===== src/rtl/frame_packer.sv =====
// frame_packer: packs channel-tagged 16-bit words into 140-bit frames and strobes them into a downstream FIFO
module frame_packer #(
  parameter int TIMEOUT_CYCLES = 16
) (
  input  logic         clk_in,
  input  logic         rst,
  input  logic [15:0]  data_in,
  input  logic [3:0]   data_in_ch,
  input  logic         data_in_last,
  input  logic         data_in_valid,
  output logic         data_in_ready,
  input  logic         fifo_full,
  output logic         fifo_w_enable,
  output logic [139:0] data_to_fifo,
  output logic [15:0]  frame_count
);
  typedef enum logic [1:0] {IDLE, FILL, EMIT} state_t;
  state_t state;
  logic [3:0] ch, cnt, seq;
  logic [127:0] payload;
  logic [7:0] idle;
  logic [15:0] frames;
  logic mismatch, accept, timeout_hit;
  assign mismatch = data_in_valid && data_in_ch != ch;
  assign data_in_ready = !rst && (state == IDLE || (state == FILL && !mismatch));
  assign accept = data_in_valid && data_in_ready;
  assign fifo_w_enable = !rst && state == EMIT && !fifo_full;
  assign timeout_hit = TIMEOUT_CYCLES != 0 && {1'b0, idle} + 9'd1 == 9'(TIMEOUT_CYCLES);
  assign data_to_fifo = rst ? '0 : {ch, cnt, seq, payload};
  assign frame_count = rst ? '0 : frames;
  always_ff @(posedge clk_in)
    if (rst) begin
      state <= IDLE;
      ch <= '0;
      cnt <= '0;
      seq <= '0;
      payload <= '0;
      idle <= '0;
      frames <= '0;
    end else
      case (state)
        IDLE: if (accept) begin
          ch <= data_in_ch;
          payload <= {data_in, 112'd0};
          cnt <= 4'd1;
          idle <= '0;
          state <= data_in_last ? EMIT : FILL;
        end
        FILL: if (accept) begin
          payload <= payload | ({data_in, 112'd0} >> {cnt, 4'd0});
          cnt <= cnt + 4'd1;
          idle <= '0;
          if (cnt == 4'd7 || data_in_last) state <= EMIT;
        end else begin
          idle <= idle + 8'd1;
          if (mismatch || timeout_hit) state <= EMIT;
        end
        EMIT: if (!fifo_full) begin
          state <= IDLE;
          seq <= seq + 4'd1;
          frames <= frames + 16'd1;
          payload <= '0;
          cnt <= '0;
          idle <= '0;
        end
        default: state <= IDLE;
      endcase
endmodule


===== config.mk =====
export PLATFORM = sky130hd
export DESIGN_NAME = frame_packer
export DESIGN_NICKNAME = d
export VERILOG_FILES = /design/src/rtl/frame_packer.sv
export SDC_FILE = /design/constraint.sdc
export NUM_CORES = 1
export LEC_CHECK = 0
export CAP_MARGIN = 30
export CELL_PAD_IN_SITES_DETAIL_PLACEMENT = 1
export CELL_PAD_IN_SITES_GLOBAL_PLACEMENT = 2
export CORE_ASPECT_RATIO = 0.75
export CORE_MARGIN = 10
export CORE_UTILIZATION = 31
export CTS_CLUSTER_DIAMETER = 80
export CTS_CLUSTER_SIZE = 12
export DETAILED_ROUTE_END_ITERATION = 6
export PLACE_DENSITY_LB_ADDON = 0.25
export SYNTH_ARGS = -nofsm -noshare
export SYNTH_HDL_FRONTEND = slang
export SYNTH_SLANG_ARGS = --single-unit

===== constraint.sdc =====
create_clock -name clk_in -period 5.9 [get_ports clk_in]
set_clock_uncertainty 0.15 [all_clocks]
set_input_delay 1.77 -clock clk_in [delete_from_list [all_inputs] [get_ports clk_in]]
set_output_delay 1.77 -clock clk_in [all_outputs]
set_load 0.1 [all_outputs]

==> qor.txt, run 1 <==
==================================================================================
Share of the synthesized area in the top cell type ..................        46.3%
Leakage power figure ................................................      3.79 nW
Horizontal die dimension ............................................       196 um
Count of endpoints failing hold in the final timing report ..........            0
Clock tree from TritonCTS ...........................................         done
Net load switching power ............................................      1.54 mW
Global routing usage on met1 ........................................        23.2%
Share of final-layout standard cells stronger than drive strength 1 .        22.5%
Overall power .......................................................      3.70 mW
Number of nets with antenna violations after detailed routing .......            0
Number of I/O port buffers ..........................................          182
Initial antenna violation count .....................................            0
Die height ..........................................................       152 um
# resized after CTS .................................................            0
Post-route setup TNS ................................................         0 ns
Cell internal pwr ...................................................      2.16 mW
# DRC ...............................................................            0
Clock latency reported for the late side of the worst-skew pair .....      0.43 ns
Via density per instance ............................................         4.82
Die area ............................................................ 0.0297 sq mm
Number of global-route vias before repair ...........................         6374
Initial drt markers .................................................          421
Status .............................................................. finished clean
Worst-Margin Slew ...................................................     0.822 ns
Data required, critical path ........................................      3.98 ns
Total Routed Length .................................................     25200 um
Setup fix buffers added after clock tree synthesis ..................            0
Met2 track utilization from global routing ..........................        24.8%
Worst reg-to-reg path cell count ....................................            8
Final critical-path share of the clock period .......................        88.6%
Antenna diode instance count ........................................            0
Most area-consuming cells after synthesis ........................... sky130_fd_sc_hd__dfxtp_1, sky130_fd_sc_hd__nor2b_1, sky130_fd_sc_hd__nor2_1
Number of core rows .................................................           48
Total of flip-flops plus latches after synthesis ....................          166
Most common library cell in the layout ignoring fill and taps ....... sky130_fd_sc_hd__buf_4
Number of max-cap violations ........................................            0
Fraction of the yosys area taken by sequential cells ................        46.3%
Finish-stage setup viols ............................................            0
Aggregate global-route resource usage ...............................        16.5%
Library cell used as clock root buffer .............................. sky130_fd_sc_hd__clkbuf_16
Highest net fanout along the worst path .............................            2
Number of enable flip-flop cells after synthesis ....................            0
H-tree levels .......................................................            4
Hold Crit Class ..................................................... flip-flop to flip-flop
Ys async rst share ..................................................           0%
Highest-count cells in the layout ignoring fill and taps ............ sky130_fd_sc_hd__buf_4, sky130_fd_sc_hd__dfxtp_1, sky130_fd_sc_hd__nor2b_1
Highest-utilization routing layer at the global route stage .........         met2
Synthesis-to-finish area growth .....................................        32.1%
Buffers from clock root to sink, at most ............................            2
Core ar. ............................................................ 0.0229 sq mm
CTS Buf Count .......................................................           17
Hold Path Stages ....................................................            2
Unique masters post-synth ...........................................           45
Starting Density ....................................................        31.3%
YS warnings .........................................................            0
Worst hold slack after final layout .................................     0.315 ns
Global-route wire length before repair ..............................     38600 um
Final number of max-transition violations ...........................            0
Critical path data arrival time .....................................      3.31 ns
Cell type contributing the most total cell area after synthesis ..... sky130_fd_sc_hd__dfxtp_1
Pre-antenna DRT Iters ...............................................            4
Wire per inst .......................................................      19.4 um
Synthesized cell area ............................................... 0.00717 sq mm
Number of buffers added to fix hold violations after cts ............            0
Io pins .............................................................          183
Largest net degree at the start of global routing ...................           78
Pwr/cell area .......................................................  391 mW/mm^2
Final RePlAce weighted congestion ...................................        0.721
Remaining max-slew budget at the tightest pin .......................        45.2%
Flop-to-flop setup slack ............................................      2.78 ns
Final net count .....................................................         1020
Synthesized instance count ..........................................          843
Met3 usage in global routing ........................................        4.31%
Share of power burned in registers ..................................        33.7%
Mapped Nets .........................................................          877
DP Wirelength .......................................................     17200 um
Final Critical Period ...............................................      5.23 ns
Combinational group share of total power ............................        34.9%
Critical path capture point type .................................... primary output
Clock transition at path regs .......................................      0.07 ns
Clock network fraction of design power ..............................        31.3%
GRT Residual Overflow ...............................................            0
RSZ-0062 raised after global routing ................................           no
Switching portion of total power ....................................        41.6%
Type of the setup path with the least slack ......................... primary input to primary output
Max Clock Freq ......................................................    0.191 GHz
Largest voltage drop on the vdd net .................................   0.000194 V
Startpoint types .................................................... primary input
Mean post-synth cell area ...........................................   8.51 sq um
Sink count of the clock tree ........................................          166
Routed vias .........................................................         6259
Top flip-flop cell by instance count after synthesis ................ sky130_fd_sc_hd__dfxtp_1
==================================================================================
per-layer routing:
| metal | vias up | share of wire [%] |
|---|---|---|
| met2 | 141 | 43 |
| li1 | 3115 | - |
| met3 | 13 | 5.7 |
| met5 | - | 0 |
| met1 | 2990 | 50 |
| met4 | 0 | 0.65 |
worst paths after layout:
| kind | endpoint | start |
|---|---|---|
| worst min-delay path | payload[72]$_SDFFE_PP0P_ | payload[72]$_SDFFE_PP0P_ |
| worst max-delay path | data_in_ready | data_in_ch[1] |
| worst min register to register | payload[72]$_SDFFE_PP0P_ | payload[72]$_SDFFE_PP0P_ |
| worst max register to register | payload[46]$_SDFFE_PP0P_ | state[1]$_SDFFE_PP0P_ |
critical path: stages:
cell,delay [ns]
sky130_fd_sc_hd__clkdlybuf4s50_1,0.44
sky130_fd_sc_hd__xor2_1,0.18
sky130_fd_sc_hd__nor4_4,0.29
sky130_fd_sc_hd__nand2b_1,0.14
sky130_fd_sc_hd__a21oi_1,0.07
sky130_fd_sc_hd__nor2_1,0.20
sky130_fd_sc_hd__buf_12,0.20
cell families (layout without fill, tap and decap cells):
group | after synthesis | count (layout) | synth area share, %
XOR/XNOR | 26 | 26 | 3.18
flip-flops | 166 | 166 | 46.3
adder cells (fa/ha/maj) | 9 | 9 | 1.57
AO/OA/AOI/OAI | 164 | 164 | 14.4
buffers and inverters | 84 | 240 | 5.09
AND/OR/NAND/NOR | 394 | 394 | 29.4
layout make-up:
| cell class | count | area, sq um |
|---|---|---|
| fill | 2705 | 13400 |
| clock inverter | 15 | 176 |
| tap | 300 | 375 |
| multi-input combinational | 593 | 3490 |
| inverter | 7 | 26.3 |
| sequential | 166 | 3320 |
| timing repair buffer | 201 | 1650 |
| clock buffer | 17 | 425 |
state kept, by name, summed over array words and instances, names as in the netlist:
register,cells
payload,128
frames,16
idle,8
ch,4
cnt,4
seq,4
state,2
stage by stage:
stage	worst slack, ns	instances	util (%)	area (sq um)
2_1_floorplan	0.159	843	-	7170
3_3_place_gp	0.695	1266	38.7	8850
3_5_place_dp	0.679	1266	38.7	8850
4_1_cts	0.675	1298	41.3	9460
5_1_grt	0.545	1299	41.4	9470
6_report	0.672	1299	41.4	9470
power groups by stage:
stage               Sequential [mW]  Combinational [mW]  Clock (mW)
finish                         1.25                1.29        1.16
global placement               1.27                1.28           0
global route                   1.26                1.41        1.24
CTS                            1.25                1.29        1.19
floorplan                      1.26               0.976           0
detailed placement             1.27                1.29           0
cell usage after synthesis (2+ instances only):
cell                         n
sky130_fd_sc_hd__a21oi_1    60
sky130_fd_sc_hd__a22oi_1    16
sky130_fd_sc_hd__a31oi_1    66
sky130_fd_sc_hd__and2_1      2
sky130_fd_sc_hd__and3_1      5
sky130_fd_sc_hd__buf_1       4
sky130_fd_sc_hd__buf_2      16
sky130_fd_sc_hd__buf_4       4
sky130_fd_sc_hd__buf_6       2
sky130_fd_sc_hd__clkbuf_1   51
sky130_fd_sc_hd__dfxtp_1   166
sky130_fd_sc_hd__ha_1        9
sky130_fd_sc_hd__inv_1       7
sky130_fd_sc_hd__nand2_1    25
sky130_fd_sc_hd__nand2b_1    6
sky130_fd_sc_hd__nand3_1    10
sky130_fd_sc_hd__nand3b_1    2
sky130_fd_sc_hd__nand4_1     6
sky130_fd_sc_hd__nor2_1    153
sky130_fd_sc_hd__nor2b_1   158
sky130_fd_sc_hd__nor3_1      9
sky130_fd_sc_hd__nor3_4      3
sky130_fd_sc_hd__nor4_1      2
sky130_fd_sc_hd__nor4_4      5
sky130_fd_sc_hd__o211a_1     2
sky130_fd_sc_hd__o21ai_0     7
sky130_fd_sc_hd__o22a_1      2
sky130_fd_sc_hd__or3_1       4
sky130_fd_sc_hd__xnor2_1     6
sky130_fd_sc_hd__xor2_1     20
Power figures use the tool's default switching activity.
==> run 2: changes to the inputs <==
- CTS_BUF_LIST: unset -> sky130_fd_sc_hd__clkbuf_4 sky130_fd_sc_hd__clkbuf_8 sky130_fd_sc_hd__clkbuf_16
==> results of run 2 <==
Same layout as run 1: the final DEF is identical, and so are final timing and power.
